## config.mk

```make
export PLATFORM = sky130hd
export DESIGN_NAME = track_player
export DESIGN_NICKNAME = d
export VERILOG_FILES = /design/src/rtl/track_player.sv
export SDC_FILE = /design/constraint.sdc
export NUM_CORES = 1
export LEC_CHECK = 0
export CAP_MARGIN = 10
export CORE_MARGIN = 2
export CORE_UTILIZATION = 35
export CTS_CLUSTER_DIAMETER = 30
export DETAILED_ROUTE_END_ITERATION = 10
export PLACE_DENSITY = 0.62
export SYNTH_ARGS = -nofsm -noshare
export SYNTH_HDL_FRONTEND = slang
export SYNTH_SLANG_ARGS = --single-unit
```

## constraint.sdc

```tcl
create_clock -name clk -period 3.4 [get_ports clk]
set_clock_uncertainty 0.1 [all_clocks]
set_input_delay 0.68 -clock clk [delete_from_list [all_inputs] [get_ports clk]]
set_output_delay 0.68 -clock clk [all_outputs]
set_load 0.03 [all_outputs]
```

## src/rtl/track_player.sv

```systemverilog
// track_player: streams a fixed-length track from a word loader, one attenuated sample per tick.
// Define TRACK_PLAYER_LOOP_EN to restart the track after the end instead of returning to idle.
module track_player #(
  parameter int WORD_WIDTH   = 16,
  parameter int RD_LATENCY   = 2,
  parameter int PRIME_CYCLES = 65536
) (
  input  logic                  clk,
  input  logic                  rst,
  input  logic                  i_play,
  input  logic                  i_stop,
  input  logic                  i_sample_tick,
  input  logic [31:0]           i_track_len,
  input  logic [3:0]            i_atten,
  output logic                  o_load_req,
  output logic                  o_rd,
  input  logic [WORD_WIDTH-1:0] i_dout_in,
  output logic [WORD_WIDTH-1:0] o_sample_out,
  output logic                  o_sample_valid,
  output logic                  o_playing,
  output logic                  o_done,
  output logic [7:0]            o_underrun_cnt
);
  localparam int PW = $clog2(PRIME_CYCLES + 1);
  localparam int LW = $clog2(RD_LATENCY + 2);
  localparam logic [2:0] S_IDLE  = 3'd0;
  localparam logic [2:0] S_PRIME = 3'd1;
  localparam logic [2:0] S_RUN   = 3'd2;
  localparam logic [2:0] S_FETCH = 3'd3;
`ifdef TRACK_PLAYER_LOOP_EN
  localparam logic [2:0] S_REARM = 3'd4;
`endif
  logic [2:0]                   r_state;
  logic [PW-1:0]                r_prime;
  logic [LW-1:0]                r_lat;
  logic [31:0]                  r_cnt;
  logic [31:0]                  r_len;
  logic                         r_rd;
  logic                         r_valid;
  logic                         r_done;
  logic [WORD_WIDTH-1:0]        r_out;
  logic [7:0]                   r_under;
  logic signed [WORD_WIDTH-1:0] w_sample;
  logic                         w_cap;
  logic                         w_last;
  logic                         w_busy;
  assign w_sample = $signed(i_dout_in) >>> i_atten;
  assign w_cap    = (r_state == S_FETCH) && (r_lat == LW'(RD_LATENCY));
  assign w_last   = (r_cnt + 32'd1) == r_len;
`ifdef TRACK_PLAYER_LOOP_EN
  assign w_busy = (r_state == S_FETCH) || (r_state == S_REARM);
`else
  assign w_busy = r_state == S_FETCH;
`endif
  assign o_load_req     = (r_state == S_PRIME) || (r_state == S_RUN) || (r_state == S_FETCH);
  assign o_playing      = r_state != S_IDLE;
  assign o_rd           = r_rd;
  assign o_sample_out   = r_out;
  assign o_sample_valid = r_valid;
  assign o_done         = r_done;
  assign o_underrun_cnt = r_under;
  always_ff @(posedge clk) begin
    if (rst) begin
      r_state <= S_IDLE;
      r_prime <= '0;
      r_lat   <= '0;
      r_cnt   <= '0;
      r_len   <= '0;
      r_rd    <= 1'b0;
      r_valid <= 1'b0;
      r_done  <= 1'b0;
      r_out   <= '0;
      r_under <= '0;
    end else begin
      r_rd    <= 1'b0;
      r_valid <= 1'b0;
      r_done  <= 1'b0;
      if (i_stop) r_state <= S_IDLE;
      else case (r_state)
        S_IDLE: if (i_play) begin
          if (i_track_len == 32'd0) r_done <= 1'b1;
          else begin
            r_state <= S_PRIME;
            r_len   <= i_track_len;
            r_cnt   <= '0;
            r_under <= '0;
            r_prime <= '0;
          end
        end
        S_PRIME: begin
          r_prime <= r_prime + PW'(1);
          if (r_prime == PW'(PRIME_CYCLES - 1)) r_state <= S_RUN;
        end
        S_RUN: if (i_sample_tick) begin
          r_rd    <= 1'b1;
          r_lat   <= '0;
          r_state <= S_FETCH;
        end
        S_FETCH: begin
          r_lat <= r_lat + LW'(1);
          if (w_cap) begin
            r_out   <= w_sample;
            r_valid <= 1'b1;
            r_cnt   <= r_cnt + 32'd1;
            if (w_last) begin
              r_done <= 1'b1;
`ifdef TRACK_PLAYER_LOOP_EN
              r_state <= S_REARM;
              r_cnt   <= '0;
              r_prime <= '0;
`else
              r_state <= S_IDLE;
`endif
            end else r_state <= S_RUN;
          end
        end
`ifdef TRACK_PLAYER_LOOP_EN
        // load_req stays low for two cycles so the loader rewinds its address
        S_REARM: begin
          r_prime <= r_prime + PW'(1);
          if (r_prime == PW'(1)) begin
            r_state <= S_PRIME;
            r_prime <= '0;
          end
        end
`endif
        default: r_state <= S_IDLE;
      endcase
      if (!i_stop && w_busy && i_sample_tick && r_under != 8'hFF) r_under <= r_under + 8'd1;
    end
  end
endmodule

```

==> impl_results.html, run 1 <==
<table>
<tr><th>Metric</th><th>Value</th></tr>
<tr><th colspan="2">Outcome</th></tr>
<tr><td>Status</td><td>complete, no violations</td></tr>
<tr><th colspan="2">Route</th></tr>
<tr><td>Final WL</td><td>17000 µm</td></tr>
<tr><td>Number of design-rule violations left by the first detailed-router iteration</td><td>446</td></tr>
<tr><td>DR vias</td><td>5887</td></tr>
<tr><td>Count of nets left with antenna violations after detail routing</td><td>0</td></tr>
<tr><td>Detail-routed net length per standard cell</td><td>15.2 µm</td></tr>
<tr><td>Count of unresolved DRC violations after routing</td><td>0</td></tr>
<tr><td>Total iterations of the first detailed-routing run</td><td>6</td></tr>
<tr><td>Vias per cell</td><td>5.28</td></tr>
<tr><th colspan="2">Global routing</th></tr>
<tr><td>Maximum number of pins on one net before global-route repair</td><td>59</td></tr>
<tr><td>GRT Resource Usage Total</td><td>0.174</td></tr>
<tr><td>Antenna violations before repair</td><td>0</td></tr>
<tr><td>Overflow left after global routing</td><td>0</td></tr>
<tr><td>Number of global-route vias before repair</td><td>approximately 5.5k</td></tr>
<tr><td>Global-route wire length before repair</td><td>28100 µm</td></tr>
<tr><th colspan="2">Floorplan</th></tr>
<tr><td>Core region area</td><td>18600 µm²</td></tr>
<tr><td>Number of cell rows</td><td>50</td></tr>
<tr><td>Full die area</td><td>19900 µm²</td></tr>
<tr><td>Starting density of the core</td><td>0.355</td></tr>
<tr><td>Boundary Pins</td><td>86</td></tr>
<tr><td>Width of the die</td><td>between 100 and 150 µm</td></tr>
<tr><td>Y dimension of the die</td><td>between 100 and 150 µm</td></tr>
<tr><th colspan="2">Clock tree</th></tr>
<tr><td>Clock input transition at the sequential cells of the worst setup and hold paths</td><td>around 70 ps</td></tr>
<tr><td>Buffer type at the clock tree root</td><td>clkbuf_16</td></tr>
<tr><td>H-tree depth reported by CTS</td><td>3</td></tr>
<tr><td>Buffer depth of the longest clock path</td><td>2</td></tr>
<tr><td>Sinks on Clock Net</td><td>approximately 110</td></tr>
<tr><td>Setup Fix Bufs, Post-CTS</td><td>0</td></tr>
<tr><td>Clock latency reported for the late side of the worst-skew pair</td><td>360 ps</td></tr>
<tr><td>TritonCTS clock tree</td><td>done</td></tr>
<tr><td>Count of hold buffers inserted by post-cts repair</td><td>0</td></tr>
<tr><td>Cts repair resizes</td><td>0</td></tr>
<tr><td>Num CTS Buffers</td><td>9</td></tr>
<tr><th colspan="2">STA</th></tr>
<tr><td>Max-slew violation count</td><td>0</td></tr>
<tr><td>Number of setup violations in the final report</td><td>0</td></tr>
<tr><td>Total negative slack</td><td>0 ps</td></tr>
<tr><td>Final worst setup slack</td><td>around 350 ps</td></tr>
<tr><td>Worst max-slew margin expressed relative to the limit</td><td>0.305</td></tr>
<tr><td>Crit share post-route</td><td>0.897</td></tr>
<tr><td>Post-layout minimum cycle time</td><td>between 3000 and 4000 ps</td></tr>
<tr><td>Count of final hold-check violations</td><td>0</td></tr>
<tr><td>Achievable frequency</td><td>~330 MHz</td></tr>
<tr><td>Transition time at the pin with the least slew margin</td><td>1040 ps</td></tr>
<tr><td>Setup repair after global routing missed its margin</td><td>false</td></tr>
<tr><th colspan="2">Logic synthesis</th></tr>
<tr><td>Count of different cell masters after synthesis</td><td>62</td></tr>
<tr><td>Most repeated cell in the gate-level netlist after synthesis</td><td>nor2_1</td></tr>
<tr><td>Share of synthesized area occupied by flip-flops and latches</td><td>0.340</td></tr>
<tr><td>Mean Syn Cell Area</td><td>around 8.2 µm²</td></tr>
<tr><td>Leading area contributor after synthesis</td><td>dfxtp_1</td></tr>
<tr><td>Synthesized-area fraction occupied by ao, oa, aoi and oai cells</td><td>0.155</td></tr>
<tr><td>#FFs+latches synth</td><td>112</td></tr>
<tr><td>Primary FF master, synth</td><td>dfxtp_1</td></tr>
<tr><td>Post-synthesis adder-cell area fraction</td><td>0.0190</td></tr>
<tr><td>Post-synth EDFFs</td><td>0</td></tr>
<tr><td>Share of synthesized cell area in and, or, nand and nor gates</td><td>0.270</td></tr>
<tr><td>Count of warnings emitted by yosys</td><td>0</td></tr>
<tr><td>Largest cells by area after synthesis</td><td>dfxtp_1, nor2_1, mux2i_1</td></tr>
<tr><td>Fraction of synthesized cell area taken by the top area cell type</td><td>0.340</td></tr>
<tr><td>Post-Synthesis Cells</td><td>807</td></tr>
<tr><td>Asr flop ratio synth</td><td>0</td></tr>
<tr><td>Post-synthesis instance area</td><td>6590 µm²</td></tr>
<tr><td>Combinational family with the most area after synthesis</td><td>simple AND/OR/NAND/NOR gates</td></tr>
<tr><td>Commonest cells in the netlist</td><td>nor2_1, dfxtp_1, a21oi_1</td></tr>
<tr><td>Share of cell area taken by muxes after synthesis</td><td>0.0946</td></tr>
<tr><td>Xor-xnor portion of the synthesized cell area</td><td>0.0797</td></tr>
<tr><td>Number of nets produced by synthesis</td><td>a little under 900</td></tr>
<tr><th colspan="2">Final layout</th></tr>
<tr><td>Fraction of final layout cells with drive strength greater than 1</td><td>0.0830</td></tr>
<tr><td>Fin util</td><td>0.434</td></tr>
<tr><td>Post-synthesis to final-layout area growth</td><td>22.3%</td></tr>
<tr><td>NumNets Final</td><td>roughly 940</td></tr>
<tr><td>Area used by multi-input combinational logic</td><td>between 4000 and 5000 µm²</td></tr>
<tr><td>Number of inserted diodes</td><td>0</td></tr>
<tr><td>Layout fillers</td><td>~1.8k</td></tr>
<tr><td>Final instance area</td><td>8060 µm²</td></tr>
<tr><td>Combined flip-flop and latch cell area</td><td>2240 µm²</td></tr>
<tr><th colspan="2">Setup path</th></tr>
<tr><td>Data arrival, critical path</td><td>approximately 3200 ps</td></tr>
<tr><td>Critical path class</td><td>reg -&gt; reg</td></tr>
<tr><td>Category of cells accounting for the largest share of critical-path delay</td><td>simple AND/OR/NAND/NOR gates</td></tr>
<tr><td>Critical-path cell list</td><td>and3_1, nand3_2, nor4_2, xnor2_1, nand4_1, nor4_4, a41oi_1, nor4_2</td></tr>
<tr><td>Kind of end point of the critical path</td><td>flop</td></tr>
<tr><td>Required time worst endpoint</td><td>3540 ps</td></tr>
<tr><td>Type of element launching the critical path</td><td>flop</td></tr>
<tr><td>Crit path max-delay cell type</td><td>dfxtp_1</td></tr>
<tr><td>Largest fanout on the critical path</td><td>9</td></tr>
<tr><td>Cell occurring most often along the worst timing path</td><td>nor4_2</td></tr>
<tr><td>Slowest Stage Delay on Critical Path</td><td>550 ps</td></tr>
<tr><td>Count of buffer and inverter cells on the critical path</td><td>0</td></tr>
<tr><th colspan="2">Placed design</th></tr>
<tr><td>Cell area reported after detailed placement</td><td>7740 µm²</td></tr>
<tr><td>Setup slack at placement</td><td>141 ps</td></tr>
<tr><td>Final Wtd Congestion</td><td>0.864</td></tr>
<tr><td>Final HPWL DP</td><td>12500 µm</td></tr>
<tr><td>Number of buffers inserted by port buffering</td><td>85</td></tr>
<tr><th colspan="2">Pwr</th></tr>
<tr><td>P per Cell Area</td><td>366 nW/µm²</td></tr>
<tr><td>Standby leakage power</td><td>3.11 nW</td></tr>
<tr><td>Worst ir drop on vdd</td><td>~0.00023 V</td></tr>
<tr><td>Total chip power</td><td>0.00295 W</td></tr>
<tr><th colspan="2">Worst hold path</th></tr>
<tr><td>Worst Hold Class</td><td>reg -&gt; reg</td></tr>
<tr><th colspan="2">Flow run</th></tr>
<tr><td>Max-capacitance violation count</td><td>0</td></tr>
</table>
-- cell families after synthesis --
family / after synthesis
buf+inv: 68
mux: 55
xor+xnor: 60
flops: 112
simple gates: 336
compound gates: 166
fa+ha+maj: 10
-- final timing paths --
| check | start | end | slack, ps | cells past startpoint |
|---|---|---|---|---|
| max reg2reg | r_cnt[7]$_SDFFE_PP0P_ | o_done$_SDFF_PP0_ | 350 | 8 |
| min reg2reg | o_sample_out[8]$_SDFFE_PP0P_ | o_sample_out[8]$_SDFFE_PP0P_ | 350 | 2 |
| max | r_cnt[7]$_SDFFE_PP0P_ | o_done$_SDFF_PP0_ | 350 | 8 |
| min | o_sample_out[8]$_SDFFE_PP0P_ | o_sample_out[8]$_SDFFE_PP0P_ | 350 | 2 |
-- cell type report --
class / instances / share of cell area
clock inverters: 5 / 0.0101
repair buffers: 106 / 0.129
inverters: 20 / 0.00931
flip-flops and latches: 112 / 0.278
well taps: 234 / 0.0363
multi-input cells: 627 / 0.507
clock buffers: 10 / 0.0296
-- worst reg2reg max path: stages, from the launching register on --
cell and delay (ps):
dfxtp_1 550, and3_1 350, nand3_2 220, nor4_2 480, xnor2_1 250, nand4_1 200
nor4_4 340, a41oi_1 190, nor4_2 260
-- stage by stage --
stage	hold slack [ps]	cells
2_1_floorplan	358	807
3_3_place_gp	344	1099
3_5_place_dp	344	1099
4_1_cts	352	1114
5_1_grt	370	1114
6_report	355	1114
-- routing by layer --
metal | track usage | wire length (µm) | part of all wire
met1 | 0.253 | 8690 | 0.51
met2 | 0.263 | 7230 | 0.43
met3 | 0.0248 | 762 | 0.045
met4 | 0.0595 | 286 | 0.017
met5 | 0 | 0 | 0
-- flip-flops by register name, indices dropped and copies added (netlist names) --
name / flops
r_cnt: 32
r_len: 32
r_prime: 17
o_sample_out: 16
o_underrun_cnt: 8
r_lat: 2
r_state: 2
o_done: 1
o_rd: 1
o_sample_valid: 1
-- layout by cell type, fill, tap and decap left out, types with 4 or more instances in the layout --
| cell | n |
|---|---|
| nor3b_1 | 6 |
| ha_1 | 10 |
| o211ai_1 | 12 |
| o21ai_0 | 32 |
| xor2_1 | 21 |
| dfxtp_1 | 112 |
| mux2_2 | 8 |
| xnor2_1 | 39 |
| inv_1 | 17 |
| and2_1 | 5 |
| buf_4 | 19 |
| a21oi_1 | 68 |
| nor2_1 | 125 |
| o211a_1 | 5 |
| clkbuf_16 | 9 |
| nand3b_1 | 9 |
| a211oi_1 | 7 |
| nor4_1 | 10 |
| mux2i_1 | 42 |
| clkdlybuf4s50_1 | 84 |
| nand4_1 | 18 |
| a21o_1 | 17 |
| and3_1 | 16 |
| nand3_1 | 24 |
| or3_1 | 6 |
| mux4_2 | 5 |
| or4_4 | 4 |
| and4_1 | 5 |
| nor3_1 | 26 |
| nand2_1 | 52 |
-- report_power, final --
part           switching (W)  internal [W]
clock               0.000497      0.000662
combinational       0.000222      0.000209
sequential         0.0000235       0.00134
Note: power is estimated with default switching activity, not from simulation.
==> run 2, diff against run 1 <==
- ABC_CLOCK_PERIOD_IN_PS: default -> 3400
==> results of run 2 <==
Same layout as run 1: the final DEF is identical, and so are final timing and power.
==> run 3, diff against run 2 <==
- ABC_AREA: default -> 1
==> run 3 against run 2 <==
Net effect: clock-buffer cell count unchanged; non-clock buffer count down 4; combinational power up 39%; first-iteration DRC count down 6.3%; synthesized area up 4.7%; core utilization down 0.13 points; wire length up 16%; global-route usage up 1.9 points; total power up 9.0%; register-to-register slack better by 310 ps; via count up 24%; critical endpoint is now r_state[1]$_SDFFE_PP0P_; largest cell class unchanged; largest power group unchanged; highest routed layer unchanged.
==> impl_results.html, run 3 <==
<table>
<tr><th>Metric</th><th>Value</th></tr>
<tr><th colspan="2">Outcome</th></tr>
<tr><td>Status</td><td>complete, no violations</td></tr>
<tr><th colspan="2">Pwr</th></tr>
<tr><td>P per Cell Area</td><td>383 nW/µm² (+4.7%)</td></tr>
<tr><td>Standby leakage power</td><td>3.35 nW (+7.7%)</td></tr>
<tr><td>Worst ir drop on vdd</td><td>0.000228 V (-1.2%)</td></tr>
<tr><th colspan="2">Logic synthesis</th></tr>
<tr><td>Number of nets produced by synthesis</td><td>1180 (+35%)</td></tr>
<tr><td>Fraction of synthesized cell area taken by the top area cell type</td><td>0.325 (-0.0152)</td></tr>
<tr><td>Share of synthesized area occupied by flip-flops and latches</td><td>0.325 (-0.0152)</td></tr>
<tr><td>Post-synthesis instance area</td><td>6900 µm² (+4.7%)</td></tr>
<tr><td>Asr flop ratio synth</td><td>0 (unchanged)</td></tr>
<tr><td>Most repeated cell in the gate-level netlist after synthesis</td><td>nand2_1</td></tr>
<tr><td>Post-Synthesis Cells</td><td>1113 (+38%)</td></tr>
<tr><td>Largest cells by area after synthesis</td><td>dfxtp_1, nand2_1, nor2_1</td></tr>
<tr><td>Mean Syn Cell Area</td><td>6.20 µm² (-24%)</td></tr>
<tr><td>Post-synth EDFFs</td><td>0 (unchanged)</td></tr>
<tr><td>Count of different cell masters after synthesis</td><td>40 (-35%)</td></tr>
<tr><td>#FFs+latches synth</td><td>112 (unchanged)</td></tr>
<tr><td>Count of warnings emitted by yosys</td><td>0 (unchanged)</td></tr>
<tr><td>Primary FF master, synth</td><td>dfxtp_1</td></tr>
<tr><td>Leading area contributor after synthesis</td><td>dfxtp_1</td></tr>
<tr><td>Commonest cells in the netlist</td><td>nand2_1, nor2_1, dfxtp_1</td></tr>
<tr><th colspan="2">Clock tree</th></tr>
<tr><td>Num CTS Buffers</td><td>9 (unchanged)</td></tr>
<tr><td>H-tree depth reported by CTS</td><td>3 (unchanged)</td></tr>
<tr><td>Sinks on Clock Net</td><td>112 (unchanged)</td></tr>
<tr><td>Clock latency reported for the late side of the worst-skew pair</td><td>360 ps (about the same)</td></tr>
<tr><td>Setup Fix Bufs, Post-CTS</td><td>0 (unchanged)</td></tr>
<tr><td>TritonCTS clock tree</td><td>done</td></tr>
<tr><td>Buffer depth of the longest clock path</td><td>2 (unchanged)</td></tr>
<tr><td>Cts repair resizes</td><td>0 (unchanged)</td></tr>
<tr><td>Buffer type at the clock tree root</td><td>clkbuf_16</td></tr>
<tr><td>Count of hold buffers inserted by post-cts repair</td><td>0 (unchanged)</td></tr>
<tr><td>Clock input transition at the sequential cells of the worst setup and hold paths</td><td>80 ps (about the same)</td></tr>
<tr><th colspan="2">Route</th></tr>
<tr><td>Count of nets left with antenna violations after detail routing</td><td>0 (unchanged)</td></tr>
<tr><td>DR vias</td><td>7307 (+24%)</td></tr>
<tr><td>Count of unresolved DRC violations after routing</td><td>0 (unchanged)</td></tr>
<tr><td>Number of design-rule violations left by the first detailed-router iteration</td><td>418 (-6.3%)</td></tr>
<tr><td>Total iterations of the first detailed-routing run</td><td>5 (-1)</td></tr>
<tr><td>Detail-routed net length per standard cell</td><td>13.4 µm (-12%)</td></tr>
<tr><td>Vias per cell</td><td>5.01 (-5.2%)</td></tr>
<tr><td>Final WL</td><td>19600 µm (+16%)</td></tr>
<tr><th colspan="2">Floorplan</th></tr>
<tr><td>Y dimension of the die</td><td>144 µm (+2.3%)</td></tr>
<tr><td>Boundary Pins</td><td>86 (unchanged)</td></tr>
<tr><td>Full die area</td><td>20900 µm² (+4.6%)</td></tr>
<tr><td>Number of cell rows</td><td>51 (+2.0%)</td></tr>
<tr><td>Core region area</td><td>19400 µm² (+4.4%)</td></tr>
<tr><td>Starting density of the core</td><td>0.356 (+0.000970)</td></tr>
<tr><td>Width of the die</td><td>144 µm (+2.3%)</td></tr>
<tr><th colspan="2">Setup path</th></tr>
<tr><td>Data arrival, critical path</td><td>2910 ps (-280 ps)</td></tr>
<tr><td>Type of element launching the critical path</td><td>flop</td></tr>
<tr><td>Category of cells accounting for the largest share of critical-path delay</td><td>simple AND/OR/NAND/NOR gates</td></tr>
<tr><td>Crit path max-delay cell type</td><td>dfxtp_1</td></tr>
<tr><td>Count of buffer and inverter cells on the critical path</td><td>1 (+1)</td></tr>
<tr><td>Slowest Stage Delay on Critical Path</td><td>420 ps (-130 ps)</td></tr>
<tr><td>Largest fanout on the critical path</td><td>6 (-3)</td></tr>
<tr><td>Critical-path cell list</td><td>ha_1, nand3_1, nor2_1, nand4_1, nand3_1, nand2_1, nor2_1, nand2_1, nor3_1, nand3_1, nand2_1, nand3_1, nand2_1, inv_1</td></tr>
<tr><td>Kind of end point of the critical path</td><td>flop</td></tr>
<tr><td>Critical path class</td><td>reg -&gt; reg</td></tr>
<tr><td>Crit. Startpoint</td><td>r_cnt[0]$_SDFFE_PP0P_</td></tr>
<tr><td>Origin of the critical flop-to-flop path</td><td>r_cnt[0]$_SDFFE_PP0P_</td></tr>
<tr><td>Required time worst endpoint</td><td>3570 ps (+30 ps)</td></tr>
<tr><th colspan="2">Final layout</th></tr>
<tr><td>Commonest cells after routing, fill and taps aside</td><td>nand2_1, nor2_1, dfxtp_1</td></tr>
<tr><td>Most common cell after layout, fill and taps aside</td><td>nand2_1</td></tr>
<tr><td>Fraction of final layout cells with drive strength greater than 1</td><td>0.0477 (-0.0352)</td></tr>
<tr><td>Number of inserted diodes</td><td>0 (unchanged)</td></tr>
<tr><td>Final instance area</td><td>8390 µm² (+4.1%)</td></tr>
<tr><td>Post-synthesis to final-layout area growth</td><td>21.6%</td></tr>
<tr><td>Layout fillers</td><td>2131 (+16%)</td></tr>
<tr><td>Largest regs</td><td>r_cnt (32), r_len (32), r_prime (17)</td></tr>
<tr><td>NumNets Final</td><td>1258 (+33%)</td></tr>
<tr><th colspan="2">STA</th></tr>
<tr><td>Total negative slack</td><td>0 ps (unchanged)</td></tr>
<tr><td>Crit share post-route</td><td>0.804 (-0.0923)</td></tr>
<tr><td>Count of final hold-check violations</td><td>0 (unchanged)</td></tr>
<tr><td>Worst max-slew margin expressed relative to the limit</td><td>0.609 (+0.304)</td></tr>
<tr><td>Number of setup violations in the final report</td><td>0 (unchanged)</td></tr>
<tr><td>Transition time at the pin with the least slew margin</td><td>586 ps (-454 ps)</td></tr>
<tr><td>Setup repair after global routing missed its margin</td><td>false</td></tr>
<tr><td>Achievable frequency</td><td>366 MHz (+11%)</td></tr>
<tr><td>Max-slew violation count</td><td>0 (unchanged)</td></tr>
<tr><td>Post-layout minimum cycle time</td><td>2740 ps (-314 ps)</td></tr>
<tr><th colspan="2">Global routing</th></tr>
<tr><td>GRT Resource Usage Total</td><td>0.193 (+0.0190)</td></tr>
<tr><td>Maximum number of pins on one net before global-route repair</td><td>65 (+10%)</td></tr>
<tr><td>Number of global-route vias before repair</td><td>6548 (+19%)</td></tr>
<tr><td>Antenna violations before repair</td><td>0 (unchanged)</td></tr>
<tr><td>Global-route wire length before repair</td><td>32000 µm (+14%)</td></tr>
<tr><td>Overflow left after global routing</td><td>0 (unchanged)</td></tr>
<tr><th colspan="2">Placed design</th></tr>
<tr><td>Final HPWL DP</td><td>14900 µm (+19%)</td></tr>
<tr><td>Number of buffers inserted by port buffering</td><td>85 (unchanged)</td></tr>
<tr><td>Cell area reported after detailed placement</td><td>8080 µm² (+4.4%)</td></tr>
<tr><td>Final Wtd Congestion</td><td>0.898 (+3.9%)</td></tr>
<tr><th colspan="2">Worst hold path</th></tr>
<tr><td>Worst Hold Class</td><td>reg -&gt; reg</td></tr>
<tr><td>Hold_sp</td><td>r_lat[1]$_SDFFE_PP0P_</td></tr>
<tr><th colspan="2">Flow run</th></tr>
<tr><td>Max-capacitance violation count</td><td>0 (unchanged)</td></tr>
</table>
run 3: worst min-delay path, cell delays in order, from the launching register on:
cell and delay (ps):
dfxtp_1 320, nand2_1 60, a21oi_1 50
run 3: cell type report:
| class | count | area (µm²) | share of cell area |
|---|---|---|---|
| clock buffers | 10 | 229 | 0.0273 |
| well taps | 265 | 332 | 0.0395 |
| repair buffers | 102 | 991 | 0.118 |
| inverters | 108 | 405 | 0.0483 |
| multi-input cells | 858 | 4110 | 0.490 |
| clock inverters | 4 | 77.6 | 0.00925 |
| flip-flops and latches | 112 | 2240 | 0.267 |
run 3: layer usage:
metal / global-route usage / part of all wire / vias up
met5: 0 / 0 / -
met3: 0.0384 / 0.049 / 19
met1: 0.247 / 0.46 / 3299
li1: - / - / 3816
met4: 0.0501 / 0.013 / 0
met2: 0.331 / 0.48 / 173
run 3: kinds of logic (layout without fill, tap and decap cells):
logic type | after synthesis | count (layout) | share of synthesized area
compound gates | 224 | 224 | 0.170
xor+xnor | 10 | 10 | 0.0127
fa+ha+maj | 10 | 10 | 0.0181
buf+inv | 143 | 224 | 0.0787
flops | 112 | 112 | 0.325
mux | 3 | 3 | 0.00435
simple gates | 611 | 611 | 0.391
run 3: worst paths after layout:
kind / slack [ps] / depth (start not counted) / endpoint
worst max-delay path: 660 / 14 / r_state[1]$_SDFFE_PP0P_
worst min-delay path: 370 / 2 / r_lat[1]$_SDFFE_PP0P_
worst max register to register: 660 / 14 / r_state[1]$_SDFFE_PP0P_
worst min register to register: 370 / 2 / r_lat[1]$_SDFFE_PP0P_
run 3: metrics by stage:
stage / util / total power (W) / hold slack, ps / worst slack [ps] / cells
2_1_floorplan: - / 0.00187 / 337 / 1250 / 1113
3_3_place_gp: 0.417 / 0.00208 / 353 / 348 / 1445
3_5_place_dp: 0.417 / 0.00209 / 363 / 319 / 1445
4_1_cts: 0.433 / 0.00325 / 375 / 659 / 1459
5_1_grt: 0.433 / 0.00338 / 393 / 396 / 1459
6_report: 0.433 / 0.00321 / 370 / 665 / 1459
run 3: power breakdown:
group / switching [W] / internal (W)
Combinational: 0.000359 / 0.000239
Clock: 0.000512 / 0.000645
Sequential: 0.0000720 / 0.00139
Total: 0.000943 / 0.00227
